File: src/rtl/flash_seq_pkg.sv
//============================================================================
// Package : flash_seq_pkg
// Desc    : Shared types and constants for the flash ROM read sequencer.
// Rev     : 1.0  initial release
//============================================================================
`default_nettype none

package flash_seq_pkg;

  localparam int ADR_W = 22;   // flat word address presented by a requester
  localparam int DAT_W = 16;   // ROM data / register width
  localparam int HI_W  = 6;    // address bits held in the high register

  // ROM register indices
  localparam logic REG_ALO = 1'b0;
  localparam logic REG_AHI = 1'b1;

  typedef enum logic [2:0] {
    ST_IDLE  = 3'd0,
    ST_WR_HI = 3'd1,
    ST_WR_LO = 3'd2,
    ST_RD    = 3'd3,
    ST_DONE  = 3'd4
  } state_t;

endpackage

`default_nettype wire

File: src/rtl/flash_seq_if.sv
//============================================================================
// Interface : flash_seq_if
// Desc      : Wishbone master/slave signal bundle for the ROM register port.
// Rev       : 1.0  initial release
//============================================================================
`default_nettype none

interface flash_seq_if;
  import flash_seq_pkg::*;

  logic [DAT_W-1:0] wb_dat_o;
  logic [DAT_W-1:0] wb_dat_i;
  logic             wb_adr_o;
  logic             wb_we_o;
  logic [1:0]       wb_sel_o;
  logic             wb_stb_o;
  logic             wb_cyc_o;
  logic             wb_ack_i;

  modport master (
    output wb_dat_o, wb_adr_o, wb_we_o, wb_sel_o, wb_stb_o, wb_cyc_o,
    input  wb_dat_i, wb_ack_i
  );

  modport slave (
    input  wb_dat_o, wb_adr_o, wb_we_o, wb_sel_o, wb_stb_o, wb_cyc_o,
    output wb_dat_i, wb_ack_i
  );

endinterface

`default_nettype wire

File: src/rtl/flash_seq_arb.sv
//============================================================================
// Module : flash_seq_arb
// Desc   : Two-way round-robin arbiter with a last-grant register.
// Rev    : 1.0  initial release
//============================================================================
`default_nettype none

module flash_seq_arb (
  input  wire logic       wb_clk_i,
  input  wire logic       wb_rst_i,
  input  wire logic [1:0] i_req,
  input  wire logic       i_upd,
  output logic      [1:0] o_gnt
);

  // 1 means requester 1 was served last, so requester 0 wins a tie
  logic r_last;

  // One-hot grant; a tie goes to the requester not served last
  always_comb begin
    o_gnt = 2'b00;
    case (i_req)
      2'b01:   o_gnt = 2'b01;
      2'b10:   o_gnt = 2'b10;
      2'b11:   o_gnt = r_last ? 2'b01 : 2'b10;
      default: o_gnt = 2'b00;
    endcase
  end

  // Remember who was granted when the grant is taken
  always_ff @(posedge wb_clk_i or posedge wb_rst_i) begin
    if (wb_rst_i)   r_last <= 1'b1;
    else if (i_upd) r_last <= o_gnt[1];
  end

endmodule

`default_nettype wire

File: src/rtl/flash_seq.sv
//============================================================================
// Module : flash_seq
// Desc   : Wishbone master sharing the indirect-addressed flash ROM between
//          two read requesters, with an address-register cache and a
//          per-phase acknowledge watchdog.
// Rev    : 1.0  initial release
//============================================================================
`default_nettype none

module flash_seq
  import flash_seq_pkg::*;
#(
  parameter int TIMEOUT = 16
) (
  input  wire logic             wb_clk_i,
  input  wire logic             wb_rst_i,
  input  wire logic             req0_i,
  input  wire logic [ADR_W-1:0] adr0_i,
  output logic                  ack0_o,
  output logic                  err0_o,
  output logic      [DAT_W-1:0] dat0_o,
  input  wire logic             req1_i,
  input  wire logic [ADR_W-1:0] adr1_i,
  output logic                  ack1_o,
  output logic                  err1_o,
  output logic      [DAT_W-1:0] dat1_o,
  input  wire logic             inv_i,
  flash_seq_if.master           wb
);

  localparam logic [7:0] c_tmo_last = 8'(TIMEOUT - 1);

  state_t           r_state, w_state_nxt;
  logic [ADR_W-1:0] r_cur_adr;
  logic             r_gnt;
  logic             r_cache_valid;
  logic [HI_W-1:0]  r_cache_hi;
  logic [DAT_W-1:0] r_cache_lo;
  logic [7:0]       r_tmo_cnt;
  logic             r_cyc, r_we, r_adr;
  logic [1:0]       r_sel;
  logic [DAT_W-1:0] r_wdat;

  logic [1:0]       w_gnt;
  logic [ADR_W-1:0] w_adr_g, w_adr_eff;
  logic             w_take, w_hi_upd, w_lo_upd, w_rd_cap, w_tmo;
  logic             w_cache_ok, w_bus_nxt;

  flash_seq_arb u_arb (
    .wb_clk_i (wb_clk_i),
    .wb_rst_i (wb_rst_i),
    .i_req    ({req1_i, req0_i}),
    .i_upd    (w_take),
    .o_gnt    (w_gnt)
  );

  assign w_adr_g    = w_gnt[1] ? adr1_i : adr0_i;
  // The address the next bus phase will drive: fresh grant from IDLE, else latched
  assign w_adr_eff  = (r_state == ST_IDLE) ? w_adr_g : r_cur_adr;
  // A same-cycle invalidate is honoured by the hit/miss decision too
  assign w_cache_ok = r_cache_valid && !inv_i;
  assign w_bus_nxt  = (w_state_nxt == ST_WR_HI) || (w_state_nxt == ST_WR_LO) ||
                      (w_state_nxt == ST_RD);

  assign wb.wb_cyc_o = r_cyc;
  assign wb.wb_stb_o = r_cyc;
  assign wb.wb_we_o  = r_we;
  assign wb.wb_adr_o = r_adr;
  assign wb.wb_sel_o = r_sel;
  assign wb.wb_dat_o = r_wdat;

  // State register
  always_ff @(posedge wb_clk_i or posedge wb_rst_i) begin
    if (wb_rst_i) r_state <= ST_IDLE;
    else          r_state <= w_state_nxt;
  end

  // Next state and per-cycle control strobes
  always_comb begin
    w_state_nxt = r_state;
    w_take      = 1'b0;
    w_hi_upd    = 1'b0;
    w_lo_upd    = 1'b0;
    w_rd_cap    = 1'b0;
    w_tmo       = 1'b0;
    case (r_state)
      ST_IDLE: begin
        if (|w_gnt) begin
          w_take = 1'b1;
          if (!w_cache_ok || (w_adr_g[ADR_W-1:DAT_W] != r_cache_hi))
            w_state_nxt = ST_WR_HI;
          else if (w_adr_g[DAT_W-1:0] != r_cache_lo)
            w_state_nxt = ST_WR_LO;
          else
            w_state_nxt = ST_RD;
        end
      end
      ST_WR_HI: begin
        if (wb.wb_ack_i) begin
          w_hi_upd    = 1'b1;
          w_state_nxt = ST_WR_LO;
        end else if (r_tmo_cnt == c_tmo_last) begin
          w_tmo       = 1'b1;
          w_state_nxt = ST_DONE;
        end
      end
      ST_WR_LO: begin
        if (wb.wb_ack_i) begin
          w_lo_upd    = 1'b1;
          w_state_nxt = ST_RD;
        end else if (r_tmo_cnt == c_tmo_last) begin
          w_tmo       = 1'b1;
          w_state_nxt = ST_DONE;
        end
      end
      ST_RD: begin
        if (wb.wb_ack_i) begin
          w_rd_cap    = 1'b1;
          w_state_nxt = ST_DONE;
        end else if (r_tmo_cnt == c_tmo_last) begin
          w_tmo       = 1'b1;
          w_state_nxt = ST_DONE;
        end
      end
      ST_DONE: w_state_nxt = ST_IDLE;
      default: w_state_nxt = ST_IDLE;
    endcase
  end

  // Bus outputs are loaded for the state being entered, so they only move on transitions
  always_ff @(posedge wb_clk_i or posedge wb_rst_i) begin
    if (wb_rst_i) begin
      r_cyc  <= 1'b0;
      r_we   <= 1'b0;
      r_adr  <= REG_ALO;
      r_sel  <= 2'b00;
      r_wdat <= '0;
    end else begin
      r_cyc  <= w_bus_nxt;
      r_we   <= (w_state_nxt == ST_WR_HI) || (w_state_nxt == ST_WR_LO);
      r_adr  <= (w_state_nxt == ST_WR_HI) ? REG_AHI : REG_ALO;
      r_sel  <= w_bus_nxt ? 2'b11 : 2'b00;
      if (w_state_nxt == ST_WR_HI)
        r_wdat <= {{(DAT_W-HI_W){1'b0}}, w_adr_eff[ADR_W-1:DAT_W]};
      else if (w_state_nxt == ST_WR_LO)
        r_wdat <= w_adr_eff[DAT_W-1:0];
      else
        r_wdat <= '0;
    end
  end

  // Watchdog: restarts on every state change, counts unacknowledged bus cycles
  always_ff @(posedge wb_clk_i or posedge wb_rst_i) begin
    if (wb_rst_i)                      r_tmo_cnt <= 8'd0;
    else if (w_state_nxt != r_state)   r_tmo_cnt <= 8'd0;
    else if (r_cyc && !wb.wb_ack_i)    r_tmo_cnt <= r_tmo_cnt + 8'd1;
  end

  // Grant latch and address-register cache; invalidate beats a same-cycle fill
  always_ff @(posedge wb_clk_i or posedge wb_rst_i) begin
    if (wb_rst_i) begin
      r_cur_adr     <= '0;
      r_gnt         <= 1'b0;
      r_cache_valid <= 1'b0;
      r_cache_hi    <= '0;
      r_cache_lo    <= '0;
    end else begin
      if (w_take) begin
        r_cur_adr <= w_adr_g;
        r_gnt     <= w_gnt[1];
      end
      if (w_hi_upd) r_cache_hi <= r_cur_adr[ADR_W-1:DAT_W];
      if (w_lo_upd) r_cache_lo <= r_cur_adr[DAT_W-1:0];
      if (inv_i || w_tmo)  r_cache_valid <= 1'b0;
      else if (w_lo_upd)   r_cache_valid <= 1'b1;
    end
  end

  // Requester returns: ack/err pulse in DONE, data held until the next ack
  always_ff @(posedge wb_clk_i or posedge wb_rst_i) begin
    if (wb_rst_i) begin
      ack0_o <= 1'b0;
      err0_o <= 1'b0;
      dat0_o <= '0;
      ack1_o <= 1'b0;
      err1_o <= 1'b0;
      dat1_o <= '0;
    end else begin
      ack0_o <= (w_state_nxt == ST_DONE) && !r_gnt;
      ack1_o <= (w_state_nxt == ST_DONE) &&  r_gnt;
      err0_o <= w_tmo && !r_gnt;
      err1_o <= w_tmo &&  r_gnt;
      if (w_rd_cap && !r_gnt)   dat0_o <= wb.wb_dat_i;
      else if (w_tmo && !r_gnt) dat0_o <= 16'hFFFF;
      if (w_rd_cap && r_gnt)    dat1_o <= wb.wb_dat_i;
      else if (w_tmo && r_gnt)  dat1_o <= 16'hFFFF;
    end
  end

endmodule

`default_nettype wire

File: src/flat_wrapper.sv
// flat-port wrapper written by rule: the top's interface ports become plain ports
module flash_seq_flat import flash_seq_pkg::*;
#(
  parameter int TIMEOUT = 16
)
  (wb_clk_i, wb_rst_i, req0_i, adr0_i, ack0_o, err0_o, dat0_o, req1_i, adr1_i, ack1_o, err1_o, dat1_o, inv_i, wb_wb_dat_o, wb_wb_adr_o, wb_wb_we_o, wb_wb_sel_o, wb_wb_stb_o, wb_wb_cyc_o, wb_wb_dat_i, wb_wb_ack_i);
  flash_seq_if wb_i ();
  input  wire logic wb_clk_i;
  input  wire logic wb_rst_i;
  input  wire logic req0_i;
  input  wire logic [ADR_W-1:0] adr0_i;
  output logic ack0_o;
  output logic err0_o;
  output logic      [DAT_W-1:0] dat0_o;
  input  wire logic req1_i;
  input  wire logic [ADR_W-1:0] adr1_i;
  output logic ack1_o;
  output logic err1_o;
  output logic      [DAT_W-1:0] dat1_o;
  input  wire logic inv_i;
  output wire logic [$bits(wb_i.wb_dat_o)-1:0] wb_wb_dat_o;
  output wire logic [$bits(wb_i.wb_adr_o)-1:0] wb_wb_adr_o;
  output wire logic [$bits(wb_i.wb_we_o)-1:0] wb_wb_we_o;
  output wire logic [$bits(wb_i.wb_sel_o)-1:0] wb_wb_sel_o;
  output wire logic [$bits(wb_i.wb_stb_o)-1:0] wb_wb_stb_o;
  output wire logic [$bits(wb_i.wb_cyc_o)-1:0] wb_wb_cyc_o;
  input wire logic [$bits(wb_i.wb_dat_i)-1:0] wb_wb_dat_i;
  input wire logic [$bits(wb_i.wb_ack_i)-1:0] wb_wb_ack_i;
  assign wb_wb_dat_o = wb_i.wb_dat_o;
  assign wb_wb_adr_o = wb_i.wb_adr_o;
  assign wb_wb_we_o = wb_i.wb_we_o;
  assign wb_wb_sel_o = wb_i.wb_sel_o;
  assign wb_wb_stb_o = wb_i.wb_stb_o;
  assign wb_wb_cyc_o = wb_i.wb_cyc_o;
  assign wb_i.wb_dat_i = wb_wb_dat_i;
  assign wb_i.wb_ack_i = wb_wb_ack_i;
  flash_seq #(.TIMEOUT(TIMEOUT)) u_core (.wb_clk_i(wb_clk_i), .wb_rst_i(wb_rst_i), .req0_i(req0_i), .adr0_i(adr0_i), .ack0_o(ack0_o), .err0_o(err0_o), .dat0_o(dat0_o), .req1_i(req1_i), .adr1_i(adr1_i), .ack1_o(ack1_o), .err1_o(err1_o), .dat1_o(dat1_o), .inv_i(inv_i), .wb(wb_i));
endmodule
File: config.mk
export PLATFORM = sky130hd
export DESIGN_NAME = flash_seq_flat
export DESIGN_NICKNAME = d
export VERILOG_FILES = /design/src/rtl/flash_seq_pkg.sv /design/src/rtl/flash_seq_if.sv /design/src/rtl/flash_seq_arb.sv /design/src/rtl/flash_seq.sv /design/src/flat_wrapper.sv
export SDC_FILE = /design/constraint.sdc
export NUM_CORES = 1
export LEC_CHECK = 0
export ABC_AREA = 0
export ABC_CLOCK_PERIOD_IN_PS = 8330
export BUFFER_PORTS_ARGS = -buffer_cell sky130_fd_sc_hd__buf_4
export CAP_MARGIN = 20
export CORE_MARGIN = 10
export CORE_UTILIZATION = 55
export CTS_BUF_LIST = sky130_fd_sc_hd__clkbuf_16
export CTS_CLUSTER_SIZE = 24
export DETAILED_ROUTE_END_ITERATION = 8
export HOLD_SLACK_MARGIN = 0.08
export PLACE_DENSITY_LB_ADDON = 0.1
export SKIP_LAST_GASP = 1
export SYNTH_ARGS = -nofsm -noshare
export SYNTH_HDL_FRONTEND = slang
export SYNTH_SLANG_ARGS = --single-unit
File: constraint.sdc
create_clock -name wb_clk_i -period 8.33 [get_ports wb_clk_i]
set_input_delay 1.2495 -clock wb_clk_i [delete_from_list [all_inputs] [get_ports wb_clk_i]]
set_output_delay 1.2495 -clock wb_clk_i [all_outputs]
set_load 0.02 [all_outputs]
; ---- Word-level counts from Yosys, hierarchy flattened
; Cells that the tools add are included.
[totals]
reg_bits = 115
output_inout_bits = 58
[op_classes]
n_addsub = 1
n_eq_ne = 14
n_mux = 33
n_reduce_logical = 23
[ops]
columns = operator, n
row1 = 2-to-1 mux 16 bit, 6
row2 = 2-to-1 mux 22 bit, 2
row3 = 2-to-1 mux 3 bit, 6
row4 = 2-to-1 mux 8 bit, 2
row5 = != test 16 bit, 1
row6 = 2-to-1 mux 1 bit, 13
row7 = "equality test 3 x 2 -> 1 bit, second input constant", 4
row8 = one-hot mux 3 bit (4 select lines), 1
row9 = "adder 8 x 1 -> 8 bit, second input constant", 1
row10 = "equality test 8 x 4 -> 1 bit, second input constant", 1
row11 = logical AND 1 bit, 8
row12 = nonzero test 2 bit, 4
row13 = "equality test 3 x 1 -> 1 bit, second input constant", 2
row14 = != test 6 bit, 1
row15 = one-hot mux 2 bit (3 select lines), 1
row16 = "equality test 2 bit, second input constant", 2
row17 = zero test 1 bit, 4
row18 = logical OR 1 bit, 4
row19 = 2-to-1 mux 2 bit, 2
row20 = "equality test 3 bit, second input constant", 1
row21 = zero test 3 bit, 1
row22 = != test 3 bit, 1
row23 = OR reduction 3 bit, 1
row24 = "equality test 2 x 1 -> 1 bit, second input constant", 1
row25 = OR reduction 2 bit, 1

; ---- Logic depth before layout (Yosys ltp)
[logic_depth]
word_depth = 12
mapped_depth = 11
mapped_depth_nobuf = 7

; ---- Cells and area by module
; From an unflattened synthesis, not the netlist that was laid out.
[unflattened]
hier_cells = 419
hier_area_um2 = 5119.9
[modules_own_cells]
columns = module, instances, cells_each, area_each_um2, seq_area_each_um2
row1 = flash_seq, 1, 413, 5052.3, 2802.7
row2 = flash_seq_arb, 1, 6, 67.6, 26.3

; ---- Worst setup path after synthesis
; OpenSTA, ideal clock, no wires.
[synth_timing]
path_kind = input port to flip-flop
from = in req1_i
to = reg u_core.r_wdat[14], in the netlist u_core.wb.wb_dat_o[14]
setup_ns = 0.087
arrival_ns = 3.351
path_slack_ns = 4.892
cell_stages = 10
n_path_buf = 3
path_cell_list = a21boi_2 > buf_6 > buf_6 > mux2_1 > a221oi_2 > nand4_2 > a221oi_2 > nand4b_1 > buf_4 > a211oi_2
[synth_via]
elab_chain_len = 11
word_cells_on_any_way = 18
classes_between = eq/ne (7) / mux (9) / reduce/logical (2)
[synth_lines]
columns = item, line_no
row1 = "start, declared", flat_wrapper.sv:15  ; input wire logic req1_i;
row2 = equality test 2 bit / equality test 2 x 1 -> 1 bit (equally long branches), flash_seq_arb.sv:22  ; case (i_req)
row3 = one-hot mux 2 bit (3 select lines) (*), flash_seq_arb.sv:22
row4 = 2-to-1 mux 22 bit, flash_seq.sv:57  ; assign w_adr_g = w_gnt[1] ? adr1_i : adr0_i;
row5 = != test 16 bit / != test 6 bit (equally long branches), "flash_seq.sv:92, flash_seq.sv:90"
row6 = 2-to-1 mux 1 bit / logical OR 1 bit (equally long branches), "flash_seq.sv:92, flash_seq.sv:90"
row7 = 2-to-1 mux 3 bit, flash_seq.sv:90  ; if (!w_cache_ok || (w_adr_g[ADR_W-1:DAT_W] != r_cache_hi))
row8 = 2-to-1 mux 3 bit, flash_seq.sv:88  ; if (|w_gnt) begin
row9 = one-hot mux 3 bit (4 select lines), flash_seq.sv:86  ; case (r_state)
row10 = equality test 3 x 2 -> 1 bit, flash_seq.sv:145  ; else if (w_state_nxt == ST_WR_LO)
row11 = 2-to-1 mux 16 bit, flash_seq.sv:145
row12 = 2-to-1 mux 16 bit (*), flash_seq.sv:143  ; if (w_state_nxt == ST_WR_HI)
row13 = "end signal, assigned", flash_seq.sv:144  ; r_wdat <= {{(DAT_W-HI_W){1'b0}}, w_adr_eff[ADR_W-1:DAT_W]};
row14 = "end signal, assigned", flash_seq.sv:146  ; r_wdat <= w_adr_eff[DAT_W-1:0];
row15 = "end, declared", flash_seq.sv:42  ; logic [DAT_W-1:0] r_wdat;
; Every way passes the cells marked *; elsewhere a longest branch is shown, timed or not.
; A chain may end at the register's enable or synchronous reset.

; ---- Worst setup path in the final report
[layout_timing]
from = in req1_i
to = reg u_core.r_wdat[9], in the netlist u_core.wb.wb_dat_o[9]
; Same word-level chain as after synthesis.

==> results.toml <==
[setup_path]
start_kind = "primary input"
timing.rr.start = "u_core.u_arb.r_last"
worst_ep_arrival_time_ns = 4.46
critical_path_peak_fanout = 35
worst-setup-path-type = "primary input to register"
critical_path.reg2reg.endpoint = "u_core.wb.wb_dat_o[9]"
worst-endpoint-required_ns = 8.64
minimum_setup_slack_among_reg_to_reg_paths_ns = 4.75
critical_path.endpoint_type = "register"
worst_r2r_path_depth = 8

[route]
drtIter0Drc = 292
detail_route.vias_per_cell = 5.67
firstDrtPassIters = 5
drc = 0
post_drt_wl_per_cell_um = 18.3
ant_nets = 0
wirelength_routed_um = 14500
dr_total_vias = 4490

[global_routing]
vias_in_the_first_global_route = 4620
grt_util_met1_pct = 26.4
grt_first_pass_wirelength_um = 24200
global_route.usage.met2_pct = 33.2
grt.busiest_layer = "met2"
groute.layer.met3.usage_pct = 7.75
global_route_overflow = 0
track_usage_pct = 21.2
maximum_number_of_pins_on_one_net_before_global_route_repair = 79
antenna_found_initial = 0

[sta]
tightestPinTransition_ns = 0.971
slew_headroom_pct = 35.3
maxSlewViolCount = 0
period_needed_ns = 4.15
fin_tns_setup_ns = 0
finalHoldViolCount = 0
final.hold.worst_slack_ns = 0.512
unrepaired_setup_endpoints_after_global_routing = "false"
timing.final.crit_share_pct = 49.8
finalClockSkew_ns = 0.00556
clock.fmax_mhz = 241
setup-violations-final = 0

[power_and_ir_drop]
power_density_mw_per_mm2 = 417
static-leakage-power_nw = 3.19
ir_drop_worst_case_vdd_mv = 0.221

[hold_path]
timing.hold.worst.start = "u_core.dat0_o[10]"
hold_depth = 1
min-delay-path-class = "register to register"
min_to = "u_core.dat0_o[10]"

[place]
gp_congestion = 0.943
port_buffers = 123
detailedPlacementHpwl_um = 10400

[cts]
hold_buffers = 0
number_of_buffers_inserted_during_clock_tree_synthesis = 17
worstSkewPairLatency_ns = 0.42
clock_slew_at_reported_path_ffs_ns = 0.06
clock_tree.buffer_depth = 2
tritoncts_clock_tree = "yes"
clockRootBuffer = "clkbuf_16"
post_cts_buffers = 0
clock_sinks = 113
cts-htree-levels = 4
ctsResizeCount = 0

[final_layout]
area.growth.synth_to_final_pct = 30.0
inserted_diodes = 0
share_of_layout_cells_above_drive_strength_1_pct = 29.0
nets = 713

[yosys]
synth_enable_flop_cells = 0
mappedNetlistArea_mm2 = 0.00538
ys_top_cells_by_area = "dfrtp_1 52%, nor2_1 6.6%, a21oi_1 4.6%"
synthesis.instances = 530
yosys.area.top_type = "dfrtp_1"
syn-mean-instance-area_um2 = 10.2
synth_async_sr_flop_share_pct = 100
netlist-cell-type-count = 60
synthFlopType = "dfrtp_1"
yosysSeqAreaShare_pct = 52.5
synth_warnings = 0
postSynthRegisterBits = 113
yosysTopAreaCellShare_pct = 52.1
synth_nets = 597

[floorplanning]
fp.dieArea_mm2 = 0.0141
core_mm2 = 0.00964
die_w_um = 119
height_of_the_die_um = 119
std_cell_rows = 36
start_util_pct = 55.9
boundaryPins = 124

[flow_run]
max_cap_violations = 0

[status]
run_status = "completed"
[layout make-up]
| type | instances | area [um2] |
|---|---|---|
| clock buffers | 17 | 425 |
| clock inverters | 15 | 186 |
| well taps | 133 | 166 |
| fillers | 753 | 2640 |
| multi-input cells | 360 | 2320 |
| repair buffers | 130 | 980 |
| flip-flops and latches | 113 | 2830 |
| inverters | 24 | 92.6 |
[placed cells by master, fill, tap and decap left out, types with 4 or more instances in the layout]
cell type,instances
o21ai_1,5
inv_1,23
a21oi_1,50
mux2_1,8
a211oi_2,10
o211ai_1,7
clkinvlp_4,4
o22a_1,16
nand4_1,4
buf_4,129
nor2b_1,7
o22ai_1,6
xor2_1,17
nor2_1,95
dfrtp_1,112
o21ai_0,5
clkbuf_16,17
clkinv_4,5
nor4_1,6
mux2_2,7
mux2i_1,21
nand2_1,32
a211oi_1,7
xnor2_1,6
[flip-flops by register name, summed over array words and instances (netlist names), 3 cells and up]
name                cells
u_core.dat0_o          16
u_core.dat1_o          16
u_core.r_cache_hi       6
u_core.r_cache_lo      16
u_core.r_cur_adr       22
u_core.r_state          3
u_core.r_tmo_cnt        8
u_core.wb.wb_dat_o     16
[per-layer routing]
metal | vias up | routed length, um
met5 | - | 0
met4 | 0 | 323
met3 | 29 | 1080
met2 | 163 | 6970
met1 | 2195 | 6090
li1 | 2103 | -
[cells by family after synthesis]
logic type / share of synthesized area [%]
buffers and inverters: 4.74
AND/OR/NAND/NOR: 13.2
XOR/XNOR: 3.74
adder cells (fa/ha/maj): 0.232
multiplexers: 7.04
AO/OA/AOI/OAI: 18.5
flip-flops: 52.5
[metrics by stage]
| stage | worst slack [ns] | instances | area [um2] | power, mW | util (%) |
|---|---|---|---|---|---|
| final | 4.18 | 792 | 7000 | 2.92 | 72.6 |
| after global routing | 4.01 | 792 | 7000 | 3.10 | 72.6 |
| after global placement | 3.91 | 759 | 6380 | 2.15 | 66.2 |
| after CTS | 4.20 | 792 | 7000 | 2.94 | 72.6 |
| after floorplan | 4.09 | 530 | 5380 | 1.75 | - |
| after detailed placement | 3.77 | 760 | 6390 | 2.19 | 66.3 |
[synthesized netlist by cell type, drive strengths merged, types with 2 or more instances]
master   number
a22oi         2
dfrtp       112
o22ai         6
a211oi       17
o21ai        10
nor2b         7
o21a          2
a31oi         2
mux2         15
o22a         16
o221ai        3
o2bb2ai       3
a221o         2
nand3         3
buf           8
or2           2
clkbuf       25
nor3          5
a21oi        50
a221oi        2
and2          3
nand2        33
nand4         5
o211ai        7
xor2         17
xnor2         6
nor2         95
mux2i        21
nor4          6
inv          24
[where the power goes]
| group | total, mW | leakage [nW] | switching [mW] | internal [mW] |
|---|---|---|---|---|
| clock network | 0.739 | 0.286 | 0.267 | 0.472 |
| registers | 1.00 | 1.35 | 0.199 | 0.801 |
| logic | 1.18 | 1.55 | 0.675 | 0.507 |
| total | 2.92 | 3.19 | 1.14 | 1.78 |
[worst max-delay path, stage by stage]
cell      delay (ns)
buf_4           0.10
a21boi_4        0.16
buf_4           0.42
mux2_1          0.39
a221oi_2        0.30
nand4_2         0.23
o31ai_4         0.40
nand4b_1        0.75
a211oi_2        0.45
[worst max path at each step]
stage / slack (ns) / to / start
after CTS: 4.20 / u_core.wb.wb_dat_o[9] / req1_i
after global routing: 4.01 / u_core.wb.wb_dat_o[13] / req1_i
after detailed placement: 3.77 / u_core.wb.wb_dat_o[9] / req1_i
after floorplan: 4.09 / u_core.ack0_o / wb_rst_i
after global placement: 3.91 / u_core.wb.wb_dat_o[14] / req1_i
final: 4.18 / u_core.wb.wb_dat_o[9] / req1_i
(Power assumes the default switching activity.)
